**config.mk**
```make
export PLATFORM = sky130hd
export DESIGN_NAME = ysyx_25020047_seq
export DESIGN_NICKNAME = d
export VERILOG_FILES = /design/src/rtl/ysyx_25020047_pkg.sv /design/src/rtl/ysyx_25020047_perf_cnt.sv /design/src/rtl/ysyx_25020047_seq.sv
export SDC_FILE = /design/constraint.sdc
export NUM_CORES = 1
export LEC_CHECK = 0
export BUFFER_PORTS_ARGS = -buffer_cell sky130_fd_sc_hd__buf_4
export CAP_MARGIN = 20
export CORE_ASPECT_RATIO = 1.25
export CORE_UTILIZATION = 45
export DETAILED_ROUTE_END_ITERATION = 12
export GPL_ROUTABILITY_DRIVEN = 0
export PLACE_DENSITY_LB_ADDON = 0.15
export SKIP_CTS_REPAIR_TIMING = 1
export SYNTH_ARGS = -nofsm -noshare
export SYNTH_HDL_FRONTEND = slang
export SYNTH_SLANG_ARGS = --single-unit
```
**constraint.sdc**
```tcl
create_clock -name clk_i -period 3.95 [get_ports clk_i]
set_input_delay 0.395 -clock clk_i [delete_from_list [all_inputs] [get_ports clk_i]]
set_output_delay 0.395 -clock clk_i [all_outputs]
set_load 0.03 [all_outputs]
```
**src/rtl/ysyx_25020047_pkg.sv**
```systemverilog
// Shared constants for the ysyx_25020047 instruction sequencer: inst_type classes,
// FSM state encoding and fault codes.
package ysyx_25020047_pkg;

   localparam logic [8:0] IT_ADDI   = 9'h001;
   localparam logic [8:0] IT_JALR   = 9'h002;
   localparam logic [8:0] IT_EBREAK = 9'h004;
   localparam logic [8:0] IT_ADD    = 9'h008;
   localparam logic [8:0] IT_LUI    = 9'h010;

   localparam logic [2:0] ST_IDLE   = 3'd0;
   localparam logic [2:0] ST_FETCH  = 3'd1;
   localparam logic [2:0] ST_DECODE = 3'd2;
   localparam logic [2:0] ST_EXEC   = 3'd3;
   localparam logic [2:0] ST_WB     = 3'd4;
   localparam logic [2:0] ST_STOP   = 3'd5;

   typedef enum logic [1:0] {
      FC_NONE    = 2'b00,
      FC_ILLEGAL = 2'b01,
      FC_TIMEOUT = 2'b10
   } fault_code_e;

   // A class vector is legal only with exactly one bit set.
   function automatic logic is_onehot(input logic [8:0] v);
      return (v != 9'd0) && ((v & (v - 9'd1)) == 9'd0);
   endfunction

endpackage

```
**src/rtl/ysyx_25020047_perf_cnt.sv**
```systemverilog
// Free-running cycle and retired-instruction counters for the sequencer;
// only built when YSYX_25020047_PERF_EN is defined.
module ysyx_25020047_perf_cnt (
   input  logic        clk_i,
   input  logic        rst_ni,
   input  logic        cyc_en_i,
   input  logic        ret_i,
   output logic [63:0] cycle_cnt_o,
   output logic [63:0] instret_o
);

   logic [63:0] cycle_q, cycle_d;
   logic [63:0] instret_q, instret_d;

   // Next-count selection
   always_comb begin
      cycle_d   = cycle_q;
      instret_d = instret_q;
      if (cyc_en_i) begin
         cycle_d = cycle_q + 64'd1;
      end else begin
         cycle_d = cycle_q;
      end
      if (ret_i) begin
         instret_d = instret_q + 64'd1;
      end else begin
         instret_d = instret_q;
      end
   end

   // Counter registers
   always_ff @(posedge clk_i or negedge rst_ni) begin
      if (!rst_ni) begin
         cycle_q   <= 64'd0;
         instret_q <= 64'd0;
      end else begin
         cycle_q   <= cycle_d;
         instret_q <= instret_d;
      end
   end

   assign cycle_cnt_o = cycle_q;
   assign instret_o   = instret_q;

endmodule

```
**src/rtl/ysyx_25020047_seq.sv**
```systemverilog
// Multi-cycle sequencer: IDLE -> FETCH -> DECODE -> EXEC -> WB, with STOP on halt/fault.
// Optional perf counters under YSYX_25020047_PERF_EN.
module ysyx_25020047_seq
   import ysyx_25020047_pkg::*;
#(
   parameter logic [7:0] FETCH_TIMEOUT = 8'd255
) (
   input  logic        clk_i,
   input  logic        rst_ni,
   output logic        ifu_req_o,
   input  logic        ifu_valid_i,
   input  logic [31:0] ifu_rdata_i,
   output logic [31:0] inst_o,
   input  logic [8:0]  inst_type_i,
   output logic        reg_wen_o,
   output logic        pc_wen_o,
   output logic        halt_o,
   output logic        fault_o,
`ifdef YSYX_25020047_PERF_EN
   output logic [63:0] cycle_cnt_o,
   output logic [63:0] instret_o,
`endif
   output logic [1:0]  fault_code_o
);

   logic [2:0]  state_q, state_d;
   logic [31:0] inst_q, inst_d;
   logic [8:0]  type_q, type_d;
   logic [7:0]  cnt_q, cnt_d;
   logic        halt_q, halt_d;
   logic        fault_q, fault_d;
   fault_code_e code_q, code_d;

   // Next-state and sticky-status logic
   always_comb begin
      state_d = state_q;
      inst_d  = inst_q;
      type_d  = type_q;
      cnt_d   = cnt_q;
      halt_d  = halt_q;
      fault_d = fault_q;
      code_d  = code_q;
      case (state_q)
         ST_IDLE: state_d = ST_FETCH;
         ST_FETCH: begin
            // A word arriving on the final allowed cycle still wins over the timeout.
            if (ifu_valid_i) begin
               inst_d  = ifu_rdata_i;
               cnt_d   = 8'd0;
               state_d = ST_DECODE;
            end else if (cnt_q == (FETCH_TIMEOUT - 8'd1)) begin
               cnt_d   = FETCH_TIMEOUT;
               fault_d = 1'b1;
               code_d  = FC_TIMEOUT;
               state_d = ST_STOP;
            end else begin
               cnt_d   = cnt_q + 8'd1;
            end
         end
         ST_DECODE: begin
            type_d  = inst_type_i;
            state_d = ST_EXEC;
         end
         ST_EXEC: begin
            if (!is_onehot(type_q)) begin
               fault_d = 1'b1;
               code_d  = FC_ILLEGAL;
               state_d = ST_STOP;
            end else if (type_q == IT_EBREAK) begin
               halt_d  = 1'b1;
               state_d = ST_STOP;
            end else begin
               state_d = ST_WB;
            end
         end
         ST_WB:   state_d = ST_FETCH;
         ST_STOP: state_d = ST_STOP;
         default: state_d = ST_IDLE;
      endcase
   end

   // State and datapath registers
   always_ff @(posedge clk_i or negedge rst_ni) begin
      if (!rst_ni) begin
         state_q <= ST_IDLE;
         inst_q  <= 32'd0;
         type_q  <= 9'd0;
         cnt_q   <= 8'd0;
         halt_q  <= 1'b0;
         fault_q <= 1'b0;
         code_q  <= FC_NONE;
      end else begin
         state_q <= state_d;
         inst_q  <= inst_d;
         type_q  <= type_d;
         cnt_q   <= cnt_d;
         halt_q  <= halt_d;
         fault_q <= fault_d;
         code_q  <= code_d;
      end
   end

   // Strobes decode from the state register alone so reset drops them immediately.
   assign ifu_req_o    = (state_q == ST_FETCH);
   assign reg_wen_o    = (state_q == ST_WB);
   assign pc_wen_o     = (state_q == ST_WB);
   assign inst_o       = inst_q;
   assign halt_o       = halt_q;
   assign fault_o      = fault_q;
   assign fault_code_o = code_q;

`ifdef YSYX_25020047_PERF_EN
   logic perf_cyc_en_s;
   logic perf_ret_s;

   assign perf_cyc_en_s = (state_q != ST_STOP);
   assign perf_ret_s    = (state_q == ST_WB) ||
                          ((state_q == ST_EXEC) && (type_q == IT_EBREAK));

   ysyx_25020047_perf_cnt u_perf_cnt (
      .clk_i       (clk_i),
      .rst_ni      (rst_ni),
      .cyc_en_i    (perf_cyc_en_s),
      .ret_i       (perf_ret_s),
      .cycle_cnt_o (cycle_cnt_o),
      .instret_o   (instret_o)
   );
`endif

endmodule

```
== Yosys cells after proc, flatten, opt, wreduce, memory -nomap -nowiden ==
Index checks and enable logic that the tools add are counted.
Word-level totals
  register bits after elaboration: 56
  latch bits: 0
  memory bits (writable): 0
  bits in read-only memories: 0
  bits of input ports: 44
  memories: 0
Operators by class
  $add $sub $neg: 2
  multiply operators: 0
  divide/modulo/power cells: 0
  magnitude comparators: 0
  eq/ne operators: 11
  shift-type cells: 0
  mux-type cells: 15
  bitwise logic cells: 1
  reduce and logical (&&, ||, !) cells: 9
Operators with widths (count)
  $mux 8: 2
  $pmux 3 s5: 1
  $and 9x9->9: 1
  $eq 9x3->1 const B: 1
  $logic_not 9->1: 1
  $reduce_bool 9->1: 1
  $sub 9x1->9 const B: 1
  $add 8x1->8 const B: 1
  $eq 8x8->1 const B: 1
  $eq 3x2->1 const B: 2
  $eq 3x3->1 const B: 2
  $mux 2: 3
  $mux 3: 2
  $mux 1: 5
  $ne 2x2->1 const B: 2
  $pmux 2 s2: 1
  $reduce_and 4->1: 1
  $eq 3x1->1 const B: 1
  $logic_not 3->1: 1
  $ne 3x1->1 const B: 1
  $reduce_and 3->1: 1
  $ne 2x1->1 const B: 1
  $pmux 1 s2: 1
  $reduce_and 2->1: 1
  3 further kinds: 3

== Longest topological paths before layout ==
  word-level depth: 6
  gate-level depth with buffers: 6
  gate-level depth less buffers: 6

== Least setup slack after synthesis ==
Ideal clock, no wire load.
  path kind: flip-flop to output port
  start: register state_q[1]
  end: output port reg_wen_o
  arrival: 1.594 ns
  data required time: 3.555 ns
  path slack: 1.961 ns
  cell stages (with the launch flop): 4
  buffers on the path: 2
  cell sequence: dfrtp_1 -> buf_6 -> nor3b_1 -> buf_4
On the way
  longest elaborated chain between the ends: 1
Ends and longest elaborated chain
  start, declared: line ysyx_25020047_seq.sv:26  | logic [2:0] state_q, state_d;
  start signal, assigned: line ysyx_25020047_seq.sv:93  | state_q <= state_d;
  $eq 3x3->1
  end, declared: line ysyx_25020047_seq.sv:15  | output logic reg_wen_o,
No other way between the ends.

== Worst setup path in the final report ==
  start: register state_q[1]
  end: output port ifu_req_o
On the way
  longest elaborated chain between the ends: 1
Ends and longest elaborated chain
  $eq 3x1->1: line ysyx_25020047_seq.sv:104  | assign ifu_req_o = (state_q == ST_FETCH);
  end, declared: line ysyx_25020047_seq.sv:10  | output logic ifu_req_o,
No other way between the ends.

==> results.md <==
- Finish-stage setup viols: 0
- CTS Buffer Depth: 2
- Slowest stage delay, CP: 0.49 ns
- Root buffer cell: clkbuf_8
- Final hold vios: 0
- Layout cells sized above 1: 37.5%
- Met1 Usage GRT: 22.1%
- Fmax: 496 MHz
- Vias post-DR: 1765
- Global-route met2 utilization: 32.1%
- Hold/Removal Path Class: input port to async pin
- Final wirelength: 4860 um
- Part of the power in the clock network: 12.3%
- Worst skew pair latency: 0.31 ns
- Most frequent cells in the layout: buf_4, dfrtp_1, mux2_1
- Routed Antenna Nets: 0
- Worst setup margin: 1.94 ns
- Outcome: finished clean
- Final cell utilization of the core: 62.2%
- Syn_nets: 230
- Area after DPL: 0.00311 sq mm
- Worst Setup Start Kind: flip-flop
- Gr ovfl total: 0
- Count of input and output buffers: 82
- Die ar.: 0.00575 sq mm
- Max_slew headroom: 55.1%
- Fin. max-slew vios: 0
- Design area: 0.00321 sq mm
- Site row count: 29
- Post-synth top flop: dfrtp_1
- Internal power: 1.48 mW
- Endpoint class of the critical path: output port
- PD cells: 795 mW/mm^2
- Num ports: 83
- YS warnings: 0
- DRT iter0 DRCs: 63
- Switching share of power: 42.2%
- Antenna violations before repair: 0
- Async set-reset flop share out of synthesis: 100%
- Total Routing Usage GR: 18.6%
- Most common cell after layout, fill and taps aside: buf_4
- Floorplan core area: 0.00515 sq mm
- Post-synth cell types: 46
- Post-synth EDFFs: 0
- Kind of critical path: flip-flop to output port
- N_diodes: 0
- Tmin final: 2.01 ns
- Initial DRT Pass Iterations: 4
- RSZ-0062 raised after global routing: false
- WHS: 0.119 ns
- Flops & latches, synth: 56
- Area grow syn2layout: 30.7%
- Peak fanout along the critical path: 11
- Fillers: 412
- Die Y: 84.5 um
- Met3 GRT Util: 4.76%
- Worst path bufs/invs: 2
- Vias/cell: 5.36
- Initial core utilization: 47.6%
- CP Data Required Time: 3.56 ns
- Die Wd: 68.0 um
- Setup TNS: 0 ns
- Crit path DAT: 1.62 ns
- Final worst-path cycle share: 51.0%
- # Max-Cap Violations: 0
- Top delay family on crit path: flip-flops
- Synth Area per Inst: 13.3 sq um
- First-pass GRT wire length: 8090 um
- Gate count after technology mapping: 184
- Fin nets: 312
- Dpl hpwl: 3580 um
- Fin Clk Skew: 0.00684 ns
- Comb pwr share: 47.7%
- Cell area after synthesis: 0.00245 sq mm
- Sequential group share of total power: 40.0%
- Worst-case vdd ir drop: 0.000430 V
- LEAKAGE: 1.49 nW
- Vias in the first global route: 1781
- Reg clk slew, reported paths: 0.10 ns
- CTS buffer count: 5
- H-tree levels: 2
- Least-Margin Pin Slew: 0.674 ns
- Clock sink count: 56
- Post-Place Setup Slack: 2.19 ns
- CP max-delay cell: dfrtp_1
- Largest net degree at the start of global routing: 57
- Post-DR wirelength/cell: 14.8 um
- Worst-path cell chain: or3b_4, inv_2, buf_4
- TritonCTS clock tree: yes
- Seq/Total Area, Yosys: 57.1%
- DR DRC count: 0
- GR peak layer: met2
- Sw power: 1.07 mW
-- flip-flops by register name, summed over array words and instances (netlist names) --
signal and cells:
state_q 3, fault_o 1, halt_o 1, type_q 9
cnt_q 8, fault_code_o 2, inst_o 32
-- logic make-up after synthesis --
| kind of cell | Yosys count | synth area share, % |
|---|---|---|
| AND/OR/NAND/NOR | 33 | 8.32 |
| flip-flops | 56 | 57.1 |
| AO/OA/AOI/OAI | 37 | 11.2 |
| XOR/XNOR | 1 | 0.357 |
| adder cells (fa/ha/maj) | 3 | 1.43 |
| multiplexers | 41 | 18.8 |
| buffers and inverters | 13 | 2.70 |
-- Yosys cell counts (all sizes together), types with 3 or more instances --
library cell	number	area (sq um)
nand2	6	22.5
mux2	41	462
a31o	3	26.3
nor2b	3	18.8
inv	4	15.0
nand4	3	18.8
a41o	3	30.0
o21ai	5	25.0
a21oi	9	45.0
buf	7	43.8
nor3b	3	22.5
dfrtp	56	1400
nor2	3	11.3
-- cell type report --
cell class	instances	area [sq um]	area share [%]
tap	62	77.6	2.42
timing repair buffer	84	631	19.7
clock buffer	5	68.8	2.15
inverter	4	15.0	0.468
multi-input combinational	115	990	30.9
sequential	56	1400	43.7
clock inverter	3	22.5	0.703
-- stage by stage --
step                      std cells  total power, mW
after detailed placement        321             2.27
after global placement          321             2.24
after CTS                       329             2.59
after floorplan                 184             1.82
final                           329             2.55
after global routing            329             2.71
-- power by group through the flow --
stage / logic, mW / registers (mW) / clock network, mW
CTS: 1.24 / 1.02 / 0.328
detailed placement: 1.24 / 1.03 / 0
floorplan: 0.492 / 1.33 / 0
finish: 1.22 / 1.02 / 0.314
global route: 1.31 / 1.06 / 0.346
global placement: 1.22 / 1.02 / 0
-- per-layer routing --
layer	up-vias	part of all wire (%)	wire, um
met1	863	41	1970
met3	8	5.8	281
met5	-	0	0
li1	846	-	-
met4	0	1.5	75
met2	48	52	2530
-- final timing paths --
| path | from | to | slack [ns] | cells after the start |
|---|---|---|---|---|
| min | rst_ni | inst_o[25] | 0.12 | 1 |
| min in group clk_i | ifu_rdata_i[5] | inst_o[5] | 0.29 | 2 |
| max in group asynchronous | rst_ni | inst_o[14] | 3.38 | 1 |
| max | state_q[1] | ifu_req_o | 1.94 | 3 |
| min reg2reg | halt_o | halt_o | 0.49 | 1 |
| max reg2reg | type_q[3] | fault_o | 2.18 | 4 |
-- worst register-to-register path, stage by stage (launching register included) --
cell and delay, ns:
dfrtp_1 0.44, maj3_1 0.37, o31ai_1 0.52, and3b_1 0.26
a211oi_1 0.07
Note: power is estimated with default switching activity, not from simulation.
